### src/rtl/mux4_sel_reg_if.sv
// mux4_sel_reg_if: data/select bundle for the registered 4:1 selector.
// Stats signals exist only when MUX4_SEL_STATS_EN is defined.
interface mux4_sel_reg_if #(
  parameter int WIDTH = 1
);
  logic             en;
  logic [WIDTH-1:0] a;
  logic [WIDTH-1:0] b;
  logic [WIDTH-1:0] c;
  logic [WIDTH-1:0] d;
  logic             s0;
  logic             s1;
  logic [WIDTH-1:0] y;
  logic             y_valid;
  logic [1:0]       sel_q;
`ifdef MUX4_SEL_STATS_EN
  logic             stats_clr;
  logic [15:0]      cnt_a;
  logic [15:0]      cnt_b;
  logic [15:0]      cnt_c;
  logic [15:0]      cnt_d;
`endif

  modport master (
    output en, a, b, c, d, s0, s1,
`ifdef MUX4_SEL_STATS_EN
    output stats_clr,
    input  cnt_a, cnt_b, cnt_c, cnt_d,
`endif
    input  y, y_valid, sel_q
  );

  modport slave (
    input  en, a, b, c, d, s0, s1,
`ifdef MUX4_SEL_STATS_EN
    input  stats_clr,
    output cnt_a, cnt_b, cnt_c, cnt_d,
`endif
    output y, y_valid, sel_q
  );
endinterface

### src/rtl/mux4_sel_reg.sv
// mux4_sel_reg: registered 4:1 selector, {s1,s0} picks a/b/c/d.
// MUX4_SEL_STATS_EN adds saturating per-input capture counters.
module mux4_sel_reg #(
  parameter int               WIDTH   = 1,
  parameter logic [WIDTH-1:0] RST_VAL = '0
) (
  input logic           clk,
  input logic           rst_n,
  mux4_sel_reg_if.slave bus
);

  logic [1:0]       sel_idx;
  logic [WIDTH-1:0] mux_out;

  logic [WIDTH-1:0] y_d;
  logic [WIDTH-1:0] y_q;
  logic [1:0]       sel_d;
  logic [1:0]       sel_q;
  logic             vld_d;
  logic             vld_q;

  assign sel_idx = {bus.s1, bus.s0};

  // Internal select; default maps to d so no latch is inferred.
  always_comb begin
    mux_out = bus.d;
    case (sel_idx)
      2'b00:   mux_out = bus.a;
      2'b01:   mux_out = bus.b;
      2'b10:   mux_out = bus.c;
      default: mux_out = bus.d;
    endcase
  end

  // Capture on en, otherwise hold data and drop valid.
  always_comb begin
    y_d   = y_q;
    sel_d = sel_q;
    vld_d = 1'b0;
    if (bus.en) begin
      y_d   = mux_out;
      sel_d = sel_idx;
      vld_d = 1'b1;
    end
  end

  // Output register; synchronous reset wins over capture.
  always_ff @(posedge clk) begin
    if (!rst_n) begin
      y_q   <= RST_VAL;
      sel_q <= 2'b00;
      vld_q <= 1'b0;
    end else begin
      y_q   <= y_d;
      sel_q <= sel_d;
      vld_q <= vld_d;
    end
  end

  assign bus.y       = y_q;
  assign bus.sel_q   = sel_q;
  assign bus.y_valid = vld_q;

`ifdef MUX4_SEL_STATS_EN
  localparam logic [15:0] CNT_MAX = 16'hFFFF;

  logic [15:0] cnt_a_d;
  logic [15:0] cnt_a_q;
  logic [15:0] cnt_b_d;
  logic [15:0] cnt_b_q;
  logic [15:0] cnt_c_d;
  logic [15:0] cnt_c_q;
  logic [15:0] cnt_d_d;
  logic [15:0] cnt_d_q;
  logic        hit_a;
  logic        hit_b;
  logic        hit_c;
  logic        hit_d;

  // One-hot capture hit per input.
  always_comb begin
    hit_a = 1'b0;
    hit_b = 1'b0;
    hit_c = 1'b0;
    hit_d = 1'b0;
    if (bus.en) begin
      case (sel_idx)
        2'b00:   hit_a = 1'b1;
        2'b01:   hit_b = 1'b1;
        2'b10:   hit_c = 1'b1;
        default: hit_d = 1'b1;
      endcase
    end
  end

  // Clear beats increment; counters stick at max.
  always_comb begin
    cnt_a_d = cnt_a_q;
    cnt_b_d = cnt_b_q;
    cnt_c_d = cnt_c_q;
    cnt_d_d = cnt_d_q;
    if (bus.stats_clr) begin
      cnt_a_d = '0;
      cnt_b_d = '0;
      cnt_c_d = '0;
      cnt_d_d = '0;
    end else begin
      if (hit_a && cnt_a_q != CNT_MAX)
        cnt_a_d = cnt_a_q + 16'd1;
      if (hit_b && cnt_b_q != CNT_MAX)
        cnt_b_d = cnt_b_q + 16'd1;
      if (hit_c && cnt_c_q != CNT_MAX)
        cnt_c_d = cnt_c_q + 16'd1;
      if (hit_d && cnt_d_q != CNT_MAX)
        cnt_d_d = cnt_d_q + 16'd1;
    end
  end

  // Counter registers, cleared by reset.
  always_ff @(posedge clk) begin
    if (!rst_n) begin
      cnt_a_q <= '0;
      cnt_b_q <= '0;
      cnt_c_q <= '0;
      cnt_d_q <= '0;
    end else begin
      cnt_a_q <= cnt_a_d;
      cnt_b_q <= cnt_b_d;
      cnt_c_q <= cnt_c_d;
      cnt_d_q <= cnt_d_d;
    end
  end

  assign bus.cnt_a = cnt_a_q;
  assign bus.cnt_b = cnt_b_q;
  assign bus.cnt_c = cnt_c_q;
  assign bus.cnt_d = cnt_d_q;
`endif

endmodule

### src/flat_wrapper.sv
// flat-port wrapper written by rule: the top's interface ports become plain ports
module mux4_sel_reg_flat 
#(
  parameter int               WIDTH   = 1,
  parameter logic [WIDTH-1:0] RST_VAL = '0
)
  (clk, rst_n, bus_en, bus_a, bus_b, bus_c, bus_d, bus_s0, bus_s1, bus_y, bus_y_valid, bus_sel_q);
  mux4_sel_reg_if #(.WIDTH(WIDTH)) bus_i ();
  input logic clk;
  input logic rst_n;
  input wire logic [$bits(bus_i.en)-1:0] bus_en;
  input wire logic [$bits(bus_i.a)-1:0] bus_a;
  input wire logic [$bits(bus_i.b)-1:0] bus_b;
  input wire logic [$bits(bus_i.c)-1:0] bus_c;
  input wire logic [$bits(bus_i.d)-1:0] bus_d;
  input wire logic [$bits(bus_i.s0)-1:0] bus_s0;
  input wire logic [$bits(bus_i.s1)-1:0] bus_s1;
  output wire logic [$bits(bus_i.y)-1:0] bus_y;
  output wire logic [$bits(bus_i.y_valid)-1:0] bus_y_valid;
  output wire logic [$bits(bus_i.sel_q)-1:0] bus_sel_q;
  assign bus_i.en = bus_en;
  assign bus_i.a = bus_a;
  assign bus_i.b = bus_b;
  assign bus_i.c = bus_c;
  assign bus_i.d = bus_d;
  assign bus_i.s0 = bus_s0;
  assign bus_i.s1 = bus_s1;
  assign bus_y = bus_i.y;
  assign bus_y_valid = bus_i.y_valid;
  assign bus_sel_q = bus_i.sel_q;
  mux4_sel_reg #(.WIDTH(WIDTH), .RST_VAL(RST_VAL)) u_core (.clk(clk), .rst_n(rst_n), .bus(bus_i));
endmodule
### config.mk
export PLATFORM = sky130hd
export DESIGN_NAME = mux4_sel_reg_flat
export DESIGN_NICKNAME = d
export VERILOG_FILES = /design/src/rtl/mux4_sel_reg_if.sv /design/src/rtl/mux4_sel_reg.sv /design/src/flat_wrapper.sv
export SDC_FILE = /design/constraint.sdc
export NUM_CORES = 1
export LEC_CHECK = 0
export BUFFER_PORTS_ARGS = -buffer_cell sky130_fd_sc_hd__buf_2
export CAP_MARGIN = 10
export CORE_AREA = 4 4 41 43
export CTS_CLUSTER_DIAMETER = 50
export DETAILED_ROUTE_END_ITERATION = 6
export DIE_AREA = 0 0 45 47
export GPL_TIMING_DRIVEN = 0
export PLACE_DENSITY = 0.31
export SETUP_SLACK_MARGIN = 0.5
export SLEW_MARGIN = 5
export SYNTH_ARGS = -nofsm -noshare
export SYNTH_HDL_FRONTEND = slang
export SYNTH_SLANG_ARGS = --single-unit
### constraint.sdc
create_clock -name clk -period 1.6 [get_ports clk]
set_clock_uncertainty 0.2 [all_clocks]
set_input_delay 0.32 -clock clk [delete_from_list [all_inputs] [get_ports clk]]
set_output_delay 0.32 -clock clk [all_outputs]
set_load 0.02 [all_outputs]
==> results.ini <==
[outcome]
result_of_the_run = complete, no violations

[sta]
timing.final.max_slew_violations = 0
fin_setup_tns_ps = 0
rsz0062_at_grt = true
final_count_of_negative_setup_slack_endpoints = 0
fmaxAchievable_mhz = 836
maxSlewHeadroom_pct = 88.6
timing.final.crit_period_ps = 1200
hold_viol = 0
finalCritPeriodShare_pct = 74.7
worst_slew_pin_slew_ps = 167

[yosys]
ys_types = 7
post_synth_and_or_nand_nor_area_fraction_pct = 22.3
synthArstFlopShare_pct = 0
synth_area_leader_cell = dfxtp_1
mappedNetlistNets = 24
synth_area_um2 = 174
synthesis.area_per_instance_um2 = 11.6
synth.yosys.seq_area_share_pct = 46.0
synth.area.mux_share_pct = 23.0
synthesis.instances = 15
synth.top_cells.by_area = dfxtp_1, mux2i_1, nand3b_1
ys.flop_type = dfxtp_1
synth_top_family_by_area = multiplexers
post_synth_xor_area_fraction_pct = 0
yosys_warnings = 0
synth_enable_flop_cells = 0
synth-seq-cells = 4
synth.top_cells.by_count = dfxtp_1, mux2i_1, nand3b_1, nor2b_1
synth_fa_ha_area_share_pct = 0
yosys.area.top_type_share_pct = 46.0
synth_compound_area_share_pct = 8.63

[floorplan]
horizontal_die_dimension_um = 45
core_area_um2 = 1300
die_height_um = 47
placementRows = 13
starting_density_pct = 13.4
number_of_top_level_design_ports = 13
design.die.area_um2 = 2120

[power_and_ir_drop]
power.density_cell_area_nw_per_um2 = 931
vdd.ir_drop.worst_mv = 0.234
fin_total_pwr_uw = 291
power_leakage_nw = 0.146

[drt]
first_iter_violations = 0
routed_wl_um = 477
wl_met1_um = 221
vias_per_cell = 3.78
drt-wirelength-per-cell_um = 10.4
top_layer = met4
ant_nets = 0
met3RoutedLength_um = 72
drt_drc_violations_left = 0
met2RoutedLength_um = 176
dr_total_vias = 174
firstDrtPassIters = 1

[min_path]
holdPathStages = 3
path_category_of_the_worst_min_delay_check = input pin to register
hold_path_startpoint = bus_c
whs_endpoint = u_core.bus.y

[job]
drv.max_cap_violation_count = 0

[global_routing]
initial_antenna_violation_count = 0
global_route_wire_length_before_repair_um = 883
first_global_vias = 191
grt_max_degree = 7
grt.overflow.total = 0
gr-usage-all-layers_pct = 6.46

[layout]
layout.core_utilization_pct = 24.0
n_antenna_cell = 0
area_delta_synth_final_pct = 79.9
fin_nets = 42
layout-drive-gt1-share_pct = 67.7

[setup_path]
crit_buf_inv = 1
crit_path_max_incr_delay_ps = 330
critPathMaxFanout = 2
cp-end-kind = primary output
critical_path_required_ps = 1080
reg2reg_slack_ps = 680
critical_path_class = register to primary output
worstPathArrival_ps = 680
cp_delay_by_family_top = flip-flops
worst_reg2reg_path_startpoint = u_core.bus.y
worst-r2r-cell-count = 3
critical_path.cell_chain = buf_6
slowest_stage = dfxtp_2
worst_setup_path_start_kind = register
r2r-end = u_core.bus.y

[clocking]
number_of_buffers_added_by_the_clock_tree_synthesis_step = 3
tritoncts = done
clockBufferDepth = 2
clkSlewWorstSetupHoldPaths_ps = 40
clock_insertion_delay_worst_skew_ps = 230
htree_num_levels = 1
number_of_clock_sinks_seen_by_cts = 4
clk_root_buffer_cell = clkbuf_4

[placed_design]
gp_congestion = 0.662
port-buffer-count = 12

tightest hold or removal path, stage by stage:
cell and delay [ps]:
buf_2 80, mux2i_1 70, o221ai_2 110
layout make-up:
cell class              count  area, um2
well taps                  15       18.8
multi-input cells          11       93.8
repair buffers             13       92.6
flip-flops and latches      4       85.1
clock buffers               3       22.5
fillers                   150        988
power breakdown:
group	internal, mW	leakage, nW	total [mW]	switching (mW)
combinational	0.0301	0.0977	0.0540	0.0239
clock	0.0839	0.0138	0.125	0.0413
sequential	0.108	0.0344	0.112	0.00393
total	0.222	0.146	0.291	0.0691
metal layers:
metal / global-route usage, % / up-vias
met4: 8.77 / 0
met3: 2.68 / 2
li1: - / 89
met5: 0 / -
met2: 7.06 / 11
met1: 7.90 / 72
placed cells by master, fill, tap and decap left out, drive strengths merged:
cell type,Yosys,routed
buf,0,13
mux2i,4,4
dfxtp,4,4
clkbuf,0,3
nor2b,2,2
nand3b,2,2
nand3,1,1
o221ai,1,1
and2,1,1
stage by stage:
stage | std cells | hold slack, ps | cell area (um2) | setup slack (ps)
detailed placement | 42 | 299 | 253 | 478
global route | 46 | 191 | 313 | 370
CTS | 46 | 170 | 313 | 397
floorplan | 15 | 242 | 174 | 654
global placement | 42 | 294 | 253 | 490
finish | 46 | 180 | 313 | 404
worst max path at each step:
stage	startpoint	to	slack, ps	cells past startpoint
finish	u_core.bus.sel_q[1]	bus_sel_q[1]	400	1
floorplan	bus_s0	u_core.bus.y	650	2
global route	u_core.bus.sel_q[1]	bus_sel_q[1]	370	1
detailed placement	bus_s0	u_core.bus.y	480	3
global placement	bus_s0	u_core.bus.y	490	3
CTS	u_core.bus.sel_q[1]	bus_sel_q[1]	400	1
cell families after synthesis:
group / count (synthesis)
DFF: 4
AOI/OAI and AO/OA: 1
muxes: 4
and+or+nand+nor: 6
timing repair:
item,in CTS,in global routing
resized for setup,12,0
endpoints found under the hold margin,0,0
buffers inserted,1,0
endpoints found under the setup margin,4,4
hold buffers,0,0
flip-flops by register name, summed over array words and instances (netlist names):
register            flops
u_core.bus.sel_q        2
u_core.bus.y            1
u_core.bus.y_valid      1
Note: power is estimated with default switching activity, not from simulation.
